`config.mk`:
```
export PLATFORM = sky130hd
export DESIGN_NAME = mem_stage
export DESIGN_NICKNAME = d
export VERILOG_FILES = /design/src/rtl/mem_stage_pkg.sv /design/src/rtl/mem_stage_load_align.sv /design/src/rtl/mem_stage.sv
export SDC_FILE = /design/constraint.sdc
export NUM_CORES = 1
export LEC_CHECK = 0
export ABC_AREA = 1
export BUFFER_PORTS_ARGS = -buffer_cell sky130_fd_sc_hd__buf_2
export CAP_MARGIN = 20
export CORE_AREA = 2 2 137 105
export CTS_CLUSTER_SIZE = 25
export DETAILED_ROUTE_END_ITERATION = 10
export DIE_AREA = 0 0 139 107
export GPL_TIMING_DRIVEN = 0
export PLACE_DENSITY = 0.7
export SYNTH_ARGS = -nofsm -noshare
export SYNTH_HDL_FRONTEND = slang
export SYNTH_SLANG_ARGS = --single-unit
```
`constraint.sdc`:
```
create_clock -name i_clock -period 3.4 [get_ports i_clock]
set_clock_uncertainty 0.05 [all_clocks]
set_input_delay 0.51 -clock i_clock [delete_from_list [all_inputs] [get_ports i_clock]]
set_output_delay 0.51 -clock i_clock [all_outputs]
set_load 0.05 [all_outputs]
```
`src/rtl/mem_stage_pkg.sv`:
```
// Shared types for the memory stage: access sizes, register/data widths and the bus FSM states.
package Types;
  typedef enum logic [1:0] {
    BYTE = 2'd0,
    HALF = 2'd1,
    WORD = 2'd2
  } MemAccess;

  typedef logic [4:0]  GPRAddr;
  typedef logic [31:0] Data;

  typedef enum logic {
    IDLE = 1'b0,
    WAIT = 1'b1
  } MemState;
endpackage

```
`src/rtl/mem_stage_load_align.sv`:
```
// Load data extraction: shifts the addressed lane down and sign/zero-extends byte and half loads.
module mem_load_align
  import Types::*;
(
  input  logic [31:0] i_rdData,
  input  logic [1:0]  i_offset,
  input  logic [1:0]  i_access,
  input  logic        i_unsigned,
  output logic [31:0] o_data
);
  logic [31:0] w_sh;

  assign w_sh = i_rdData >> {i_offset, 3'b000};

  // Word loads are aligned, so the zero shift leaves the data unchanged.
  always_comb begin
    o_data = w_sh;
    case (MemAccess'(i_access))
      BYTE:    o_data = i_unsigned ? {24'd0, w_sh[7:0]}  : {{24{w_sh[7]}},  w_sh[7:0]};
      HALF:    o_data = i_unsigned ? {16'd0, w_sh[15:0]} : {{16{w_sh[15]}}, w_sh[15:0]};
      default: o_data = w_sh;
    endcase
  end
endmodule

```
`src/rtl/mem_stage.sv`:
```
// Memory pipeline stage: issues load/store bus requests, waits for the acknowledge with a
// timeout, aligns load data and forwards results to MEM/WB.
module mem_stage
  import Types::*;
#(
  parameter int TIMEOUT = 255
) (
  input  logic        i_clock,
  input  logic        i_reset,
  input  logic        i_flush,
  input  logic        i_isValid,
  input  logic [4:0]  i_regWrAddr,
  input  logic        i_regWrEnable,
  input  logic [31:0] i_result,
  input  logic        i_memRdEnable,
  input  logic        i_memWrEnable,
  input  logic [1:0]  i_memAccess,
  input  logic        i_memUnsigned,
  input  logic [31:0] i_memWrData,
  output logic [31:0] o_memAddr,
  output logic        o_memRdEnable,
  output logic        o_memWrEnable,
  output logic [3:0]  o_memByteEnable,
  output logic [31:0] o_memWrData,
  input  logic [31:0] i_memRdData,
  input  logic        i_memReady,
  output logic        o_isValid,
  output logic [4:0]  o_regWrAddr,
  output logic        o_regWrEnable,
  output logic [31:0] o_regWrData,
  output logic        o_stall,
  output logic        o_misaligned,
  output logic        o_busError
);
  localparam int CW = (TIMEOUT < 2) ? 1 : $clog2(TIMEOUT + 1);
  localparam logic [CW-1:0] TMO = CW'(TIMEOUT);

  MemState      r_state;
  logic [CW-1:0] r_cnt;
  logic         r_flushPend;
  logic [31:0]  r_result, r_wrData;
  logic [1:0]   r_access;
  logic         r_rd, r_wr, r_unsigned, r_regWrEnable;
  GPRAddr       r_regWrAddr;

  logic         w_wait, w_idle;
  logic [31:0]  w_result, w_wrDataIn, w_ldData;
  logic [1:0]   w_access;
  logic         w_rd, w_wr, w_unsigned, w_regWe, w_memOp, w_misal;
  GPRAddr       w_regAddr;
  logic         w_issue, w_timeout, w_done, w_req;

  assign w_idle = (r_state == IDLE);
  assign w_wait = (r_state == WAIT);

  // While waiting, everything the bus and writeback see comes from the captured operation.
  assign w_result   = w_wait ? r_result      : i_result;
  assign w_wrDataIn = w_wait ? r_wrData      : i_memWrData;
  assign w_access   = w_wait ? r_access      : i_memAccess;
  assign w_rd       = w_wait ? r_rd          : i_memRdEnable;
  assign w_wr       = w_wait ? r_wr          : i_memWrEnable;
  assign w_unsigned = w_wait ? r_unsigned    : i_memUnsigned;
  assign w_regWe    = w_wait ? r_regWrEnable : i_regWrEnable;
  assign w_regAddr  = w_wait ? r_regWrAddr   : i_regWrAddr;

  assign w_memOp = w_rd | w_wr;

  always_comb begin
    case (MemAccess'(w_access))
      BYTE:    w_misal = 1'b0;
      HALF:    w_misal = w_result[0];
      default: w_misal = (w_result[1:0] != 2'b00);
    endcase
  end

  assign w_issue   = w_idle & i_isValid & w_memOp & ~w_misal & ~i_flush;
  assign w_timeout = w_wait & (r_cnt == TMO);
  assign w_done    = w_wait & ~w_timeout & i_memReady;
  assign w_req     = w_issue | (w_wait & ~w_timeout);

  // Bus side
  assign o_memAddr     = {w_result[31:2], 2'b00};
  assign o_memRdEnable = ~i_reset & w_req & w_rd;
  assign o_memWrEnable = ~i_reset & w_req & w_wr;

  always_comb begin
    case (MemAccess'(w_access))
      BYTE: begin
        o_memByteEnable = 4'b0001 << w_result[1:0];
        o_memWrData     = {4{w_wrDataIn[7:0]}};
      end
      HALF: begin
        o_memByteEnable = 4'b0011 << {w_result[1], 1'b0};
        o_memWrData     = {2{w_wrDataIn[15:0]}};
      end
      default: begin
        o_memByteEnable = 4'b1111;
        o_memWrData     = w_wrDataIn;
      end
    endcase
  end

  mem_load_align u_align (
    .i_rdData   (i_memRdData),
    .i_offset   (w_result[1:0]),
    .i_access   (w_access),
    .i_unsigned (w_unsigned),
    .o_data     (w_ldData)
  );

  // Writeback side
  assign o_regWrAddr   = w_regAddr;
  assign o_regWrEnable = w_regWe & ~w_wr;
  assign o_regWrData   = w_rd ? w_ldData : w_result;

  assign o_isValid = ~i_reset & (
      (w_idle & i_isValid & ~i_flush & (~w_memOp | (w_issue & i_memReady))) |
      (w_done & ~r_flushPend & ~i_flush));
  assign o_stall      = ~i_reset & ((w_issue & ~i_memReady) | (w_wait & ~w_timeout & ~i_memReady));
  assign o_misaligned = ~i_reset & w_idle & i_isValid & w_memOp & w_misal & ~i_flush;
  assign o_busError   = ~i_reset & w_timeout;

  always_ff @(posedge i_clock or posedge i_reset) begin
    if (i_reset) begin
      r_state       <= IDLE;
      r_cnt         <= '0;
      r_flushPend   <= 1'b0;
      r_result      <= '0;
      r_wrData      <= '0;
      r_access      <= '0;
      r_rd          <= 1'b0;
      r_wr          <= 1'b0;
      r_unsigned    <= 1'b0;
      r_regWrEnable <= 1'b0;
      r_regWrAddr   <= '0;
    end else begin
      case (r_state)
        IDLE: begin
          if (w_issue && !i_memReady) begin
            r_state       <= WAIT;
            r_cnt         <= '0;
            r_flushPend   <= 1'b0;
            r_result      <= i_result;
            r_wrData      <= i_memWrData;
            r_access      <= i_memAccess;
            r_rd          <= i_memRdEnable;
            r_wr          <= i_memWrEnable;
            r_unsigned    <= i_memUnsigned;
            r_regWrEnable <= i_regWrEnable;
            r_regWrAddr   <= i_regWrAddr;
          end
        end
        WAIT: begin
          if (i_flush) r_flushPend <= 1'b1;
          if (w_timeout || w_done) r_state <= IDLE;
          else                     r_cnt   <= r_cnt + 1'b1;
        end
        default: r_state <= IDLE;
      endcase
    end
  end
endmodule

```
; Yosys cells after proc, flatten, opt, wreduce, memory -nomap -nowiden
; Cells that the tools add are included.
[totals]
elab_cells = 92
reg_bits = 85
output_inout_bits = 112
[classes]
addsub = 1
n_eq_ne = 5
n_bitwise = 40
n_reduce_logical = 8
mux = 24
shift = 3
[ops]
columns = op, n
row1 = $mux W32, 5
row2 = $pmux W32 S2, 2
row3 = $shr A32 B5 Y32, 1
row4 = $and A1 B1 Y1, 26
row5 = $mux W8, 2
row6 = $pmux W8 S2, 1
row7 = $not A1 Y1, 9
row8 = $add A8 B1 Y8 const B, 1
row9 = $eq A8 B8 Y1 const B, 1
row10 = $mux W1, 8
row11 = $pmux W4 S2, 1
row12 = $pmux W1 S2, 3
row13 = $reduce_and A2 Y1, 3
row14 = $mux W5, 1
row15 = $or A1 B1 Y1, 5
row16 = $ne A2 B2 Y1 const B, 2
row17 = $shl A1 B2 Y4 const A, 1
row18 = $shl A2 B2 Y4 const A, 1
row19 = $eq A2 B1 Y1 const B, 1
row20 = $logic_not A2 Y1, 1
row21 = $mux W2, 1
row22 = $ne A2 B1 Y1 const B, 1
row23 = $reduce_bool A2 Y1, 1
row24 = $logic_and A1 B1 Y1, 1
row25 = other kinds (2), 2

; Depth between registers and ports, before layout
[depth]
word_depth = 11
ltp_mapped = 12

; Cells and area by module
; Synthesis repeated with hierarchy kept, for this count alone.
[unflattened]
cells_unflattened = 969
area_unflattened_um2 = 6160.9
[modules_own_cells]
columns = module, cells_per_inst, instances, area_per_inst_um2
row1 = mem_stage, 795, 1, 5257.5
row2 = mem_load_align, 174, 1, 903.4

; Worst setup path after synthesis
; Ideal clock, no wire load.
[synth_path]
path_type = input to output
start = in i_reset
end = out o_memRdEnable
stages = 3
arrival_time_ns = 3.292
setup_slack_ns = -0.452
path_cell_list = inv_1 nand2_1 nor2_1
[synth_between]
elab_chain_len = 3
[synth_lines]
columns = element, line_no
row1 = start: declaration, mem_stage.sv:9  ; input logic i_reset,
row2 = $not A1 Y1, mem_stage.sv:83  ; assign o_memRdEnable = ~i_reset & w_req & w_rd;
row3 = $and A1 B1 Y1 (2 in series), mem_stage.sv:83
row4 = end: declaration, mem_stage.sv:21  ; output logic o_memRdEnable,
; Every way passes these cells.

; Worst setup path after layout
[layout_path]
start = reg r_state
end = out o_memWrData[28]
[layout_between]
elab_chain_len = 3
[layout_lines]
columns = element, line_no
row1 = start: declaration, mem_stage.sv:38  ; MemState r_state;
row2 = start signal: assignment, mem_stage.sv:125  ; r_state <= IDLE;
row3 = start signal: assignment, mem_stage.sv:140  ; r_state <= WAIT;
row4 = start signal: assignment, mem_stage.sv:155  ; if (w_timeout || w_done) r_state <= IDLE;
row5 = $mux W2, mem_stage.sv:59  ; assign w_access = w_wait ? r_access : i_memAccess;
row6 = $eq A2 B1 Y1 / $logic_not A2 Y1 (equally long branches), mem_stage.sv:87  ; case (MemAccess'(w_access))
row7 = $pmux W32 S2 (*), mem_stage.sv:87
row8 = end: declaration, mem_stage.sv:24  ; output logic [31:0] o_memWrData,
; Every way passes the cells marked *; elsewhere a longest branch is shown, timed or not.

==> out/summary.txt <==
Hold-fix buffers at CTS: 0
Remaining antenna violation count after routing: 0
Avg Cell Area, Syn: 6.37 sq um
Routed vias: 6868
Cell Rows: 37
Clock slew at reported path FFs: 70 ps
Share of layout cells above drive strength 1: 0.264
Crit-path slowest cell: clkbuf_1
Initial drt markers: 667
TritonCTS clock tree: built
First drt pass iteration count: 6
CP most frequent cell: buf_2
Buf/Inv on CP: 4
Reg-to-reg slack, setup: 1350 ps
Critical Path End Type: output port
Vias in the first global route: 6336
Post-cts sizing count: 0
Vias/cell: 5.08
Top delay family on crit path: buffers and inverters
Worst-path cell chain: inv_2, clkbuf_1, buf_2, a21oi_1, o21ai_0, o211ai_1, buf_2
Post-route clock period utilization: 0.925
Critical R2R Launch: r_state
Internal Pwr Total: 2.42 mW
Register share of total power: 0.340
Fin. Hold Viols: 0
Final setup viols: 0
Worst Setup Path Type: reg -> out
Tmin final: 3150 ps
GRT overflow: 0
Setup TNS: 0 ps
FMAX: 318 MHz
Unrepaired setup endpoints after global routing: no
CTS root buffer: clkbuf_16
Die X: 139 microns
Initial Utilization: 0.442
Pre-CTS WS: 450 ps
Clk pwr share: 0.233
Max_slew headroom: 0.507
Least-Margin Pin Slew: 732 ps
Combinational share of power: 0.427
Hold Crit Class: in -> async
Startpoint Class: register
Worst-Skew Late Latency: 340 ps
Post-synthesis sequential area ratio: 0.356
LEAKAGE: 4.40 nW
Core box area: 13500 sq um
Die Y-Extent: 107 microns
WL/cell: 15.8 microns
Critical path arrival: 2590 ps
Total of max-cap violations: 0
First-pass GRT wire length: 33.8 mm
Number of port buffers: 221
WP data required: 2840 ps
Die area: 14900 sq um
R2R Path End: r_result[21]
Reg2Reg Depth: 9
CTS Buffer Depth: 2
Final HPWL DP: 16.8 mm
Delay of the slowest critical-path stage: 440 ps
Top Ports: 224
GP Congestion: 0.969
Cell Area, Synth: 5980 sq um
Switch Pwr: 2.00 mW
Clock sink total: 85
Cells after synthesis: 938
Final core occ: 0.566
WL final: 21.4 mm
Postcts setup bufs: 0
Status: completed
Max VDD drop: 0.263 mV
Final #Nets: 1285
Net Sw Frac: 0.453
CTS H-tree lvls: 3
Pins Over Slew Limit: 0
Yosys Warn Count: 0
Initial antenna violation count: 2
Largest net degree at the start of global routing: 33
Setup ws final: 254 ps
CTS buffer count: 9
Library cells used by synthesis: 31
Crit-path max FO: 19
Gr usage total: 0.289
Residual DRC: 0
Synthesis-to-layout area growth: 28.0%
Crit path launch: r_state
Synthesis-stage register bit count: 85
Pwr dens: 579 nW/um^2
per-stage QoR:
stage               cells  cell area, sq um  hold WS (ps)  power (mW)
global placement     1335              7310           407        3.36
CTS                  1352              7650           249        4.43
detailed placement   1337              7350           420        3.40
global route         1352              7650           286        4.69
finish               1352              7650           242        4.43
floorplan             939              5980           396        2.89
layer usage:
metal,global-route usage,share of wire,up-vias
met5,0,0.00061,-
met4,0.0714,0.018,2
met3,0.0558,0.087,30
met2,0.415,0.41,331
met1,0.443,0.48,3105
li1,-,-,3400
sequential cells by signal (all words and copies together) (netlist names):
name           cells
r_cnt              8
r_wr               1
r_regWrAddr        5
r_state            1
r_wrData          32
r_regWrEnable      1
r_access           2
r_flushPend        1
r_result          32
r_rd               1
r_unsigned         1
cell usage in the layout, fill, tap and decap left out, types with 3 or more instances in the layout:
cell       synthesis  final
buf_2             15    236
a22oi_1            5      5
dfrtp_1           85     85
nand2_2            9      9
o31ai_1            6      6
o211ai_1           8      8
nor2_1            55     55
buf_6             13     13
buf_1              5      4
inv_1            143    142
a21oi_1           19     19
o21ai_0          123    123
nand2_1          304    304
inv_6              0      4
clkbuf_1          16     16
or2_2             21     21
nand3_1           51     51
a31oi_1            8      8
clkbuf_16          0      9
buf_4              6      6
nor3_1             3      3
o21ai_1           30     30
worst max path at each step:
stage / to / slack [ps] / cells past startpoint
2_1_floorplan: o_memWrData[16] / -130 / 6
3_3_place_gp: o_memRdEnable / -540 / 5
3_5_place_dp: o_memWrData[23] / 450 / 7
4_1_cts: o_memWrData[23] / 80 / 7
5_1_grt: o_regWrData[29] / 60 / 11
6_report: o_memWrData[28] / 250 / 7
power by group through the flow:
stage                     combinational [mW]  sequential [mW]  clock, mW
final                                   1.89             1.51       1.03
after global routing                    2.07             1.54       1.09
after CTS                               1.88             1.50       1.04
after detailed placement                1.89             1.51          0
after global placement                  1.86             1.50          0
after floorplan                         1.42             1.47          0
area by class of cell:
class	instances	area, sq um
Multi-Input combinational cell	655	2970
Sequential cell	85	2130
Tap cell	175	219
Fill cell	1404	5870
Timing Repair Buffer	223	1150
Clock buffer	9	225
Inverter	144	544
Antenna cell	1	2.50
Clock inverter	6	76.3
Buffer	54	342
kinds of logic after synthesis:
| logic type | after synthesis | share of synthesized area |
|---|---|---|
| compound gates | 200 | 0.178 |
| xor+xnor | 1 | 0.00147 |
| fa+ha+maj | 1 | 0.00209 |
| buf+inv | 199 | 0.148 |
| flops | 85 | 0.356 |
| other cells | 1 | 0.000628 |
| simple gates | 451 | 0.314 |
synthesized netlist by cell type:
library cell	instances	share of area
a22oi_1	5	0.0063
nand3_1	51	0.043
a31oi_1	8	0.0084
nor2_1	55	0.035
nand3_2	2	0.0034
inv_1	143	0.090
xnor2_1	1	0.0015
nor4_1	1	0.0010
nand2_2	9	0.0094
ha_1	1	0.0021
inv_2	1	0.00063
nor3b_1	1	0.0013
o21ai_0	123	0.10
nand3_4	1	0.0029
nand2_1	304	0.19
conb_1	1	0.00063
a21oi_1	19	0.016
nor3_1	3	0.0025
buf_6	13	0.024
buf_4	6	0.0075
nor2_2	2	0.0021
buf_1	5	0.0031
buf_2	15	0.013
dfrtp_1	85	0.36
clkbuf_1	16	0.010
o211ai_1	8	0.010
o31ai_1	6	0.0075
o21ai_2	1	0.0015
nand4_1	1	0.0010
or2_2	21	0.022
o21ai_1	30	0.025
worst reg2reg max path, stage by stage (launching register included):
cell      delay (ps)
dfrtp_1          430
inv_2            180
nand2_1          110
nand2_2          200
nand2_1           80
nand2_1           80
nand2_2           90
nand3_4          120
clkbuf_1         400
o21ai_0          160
Note: power is estimated with default switching activity, not from simulation.
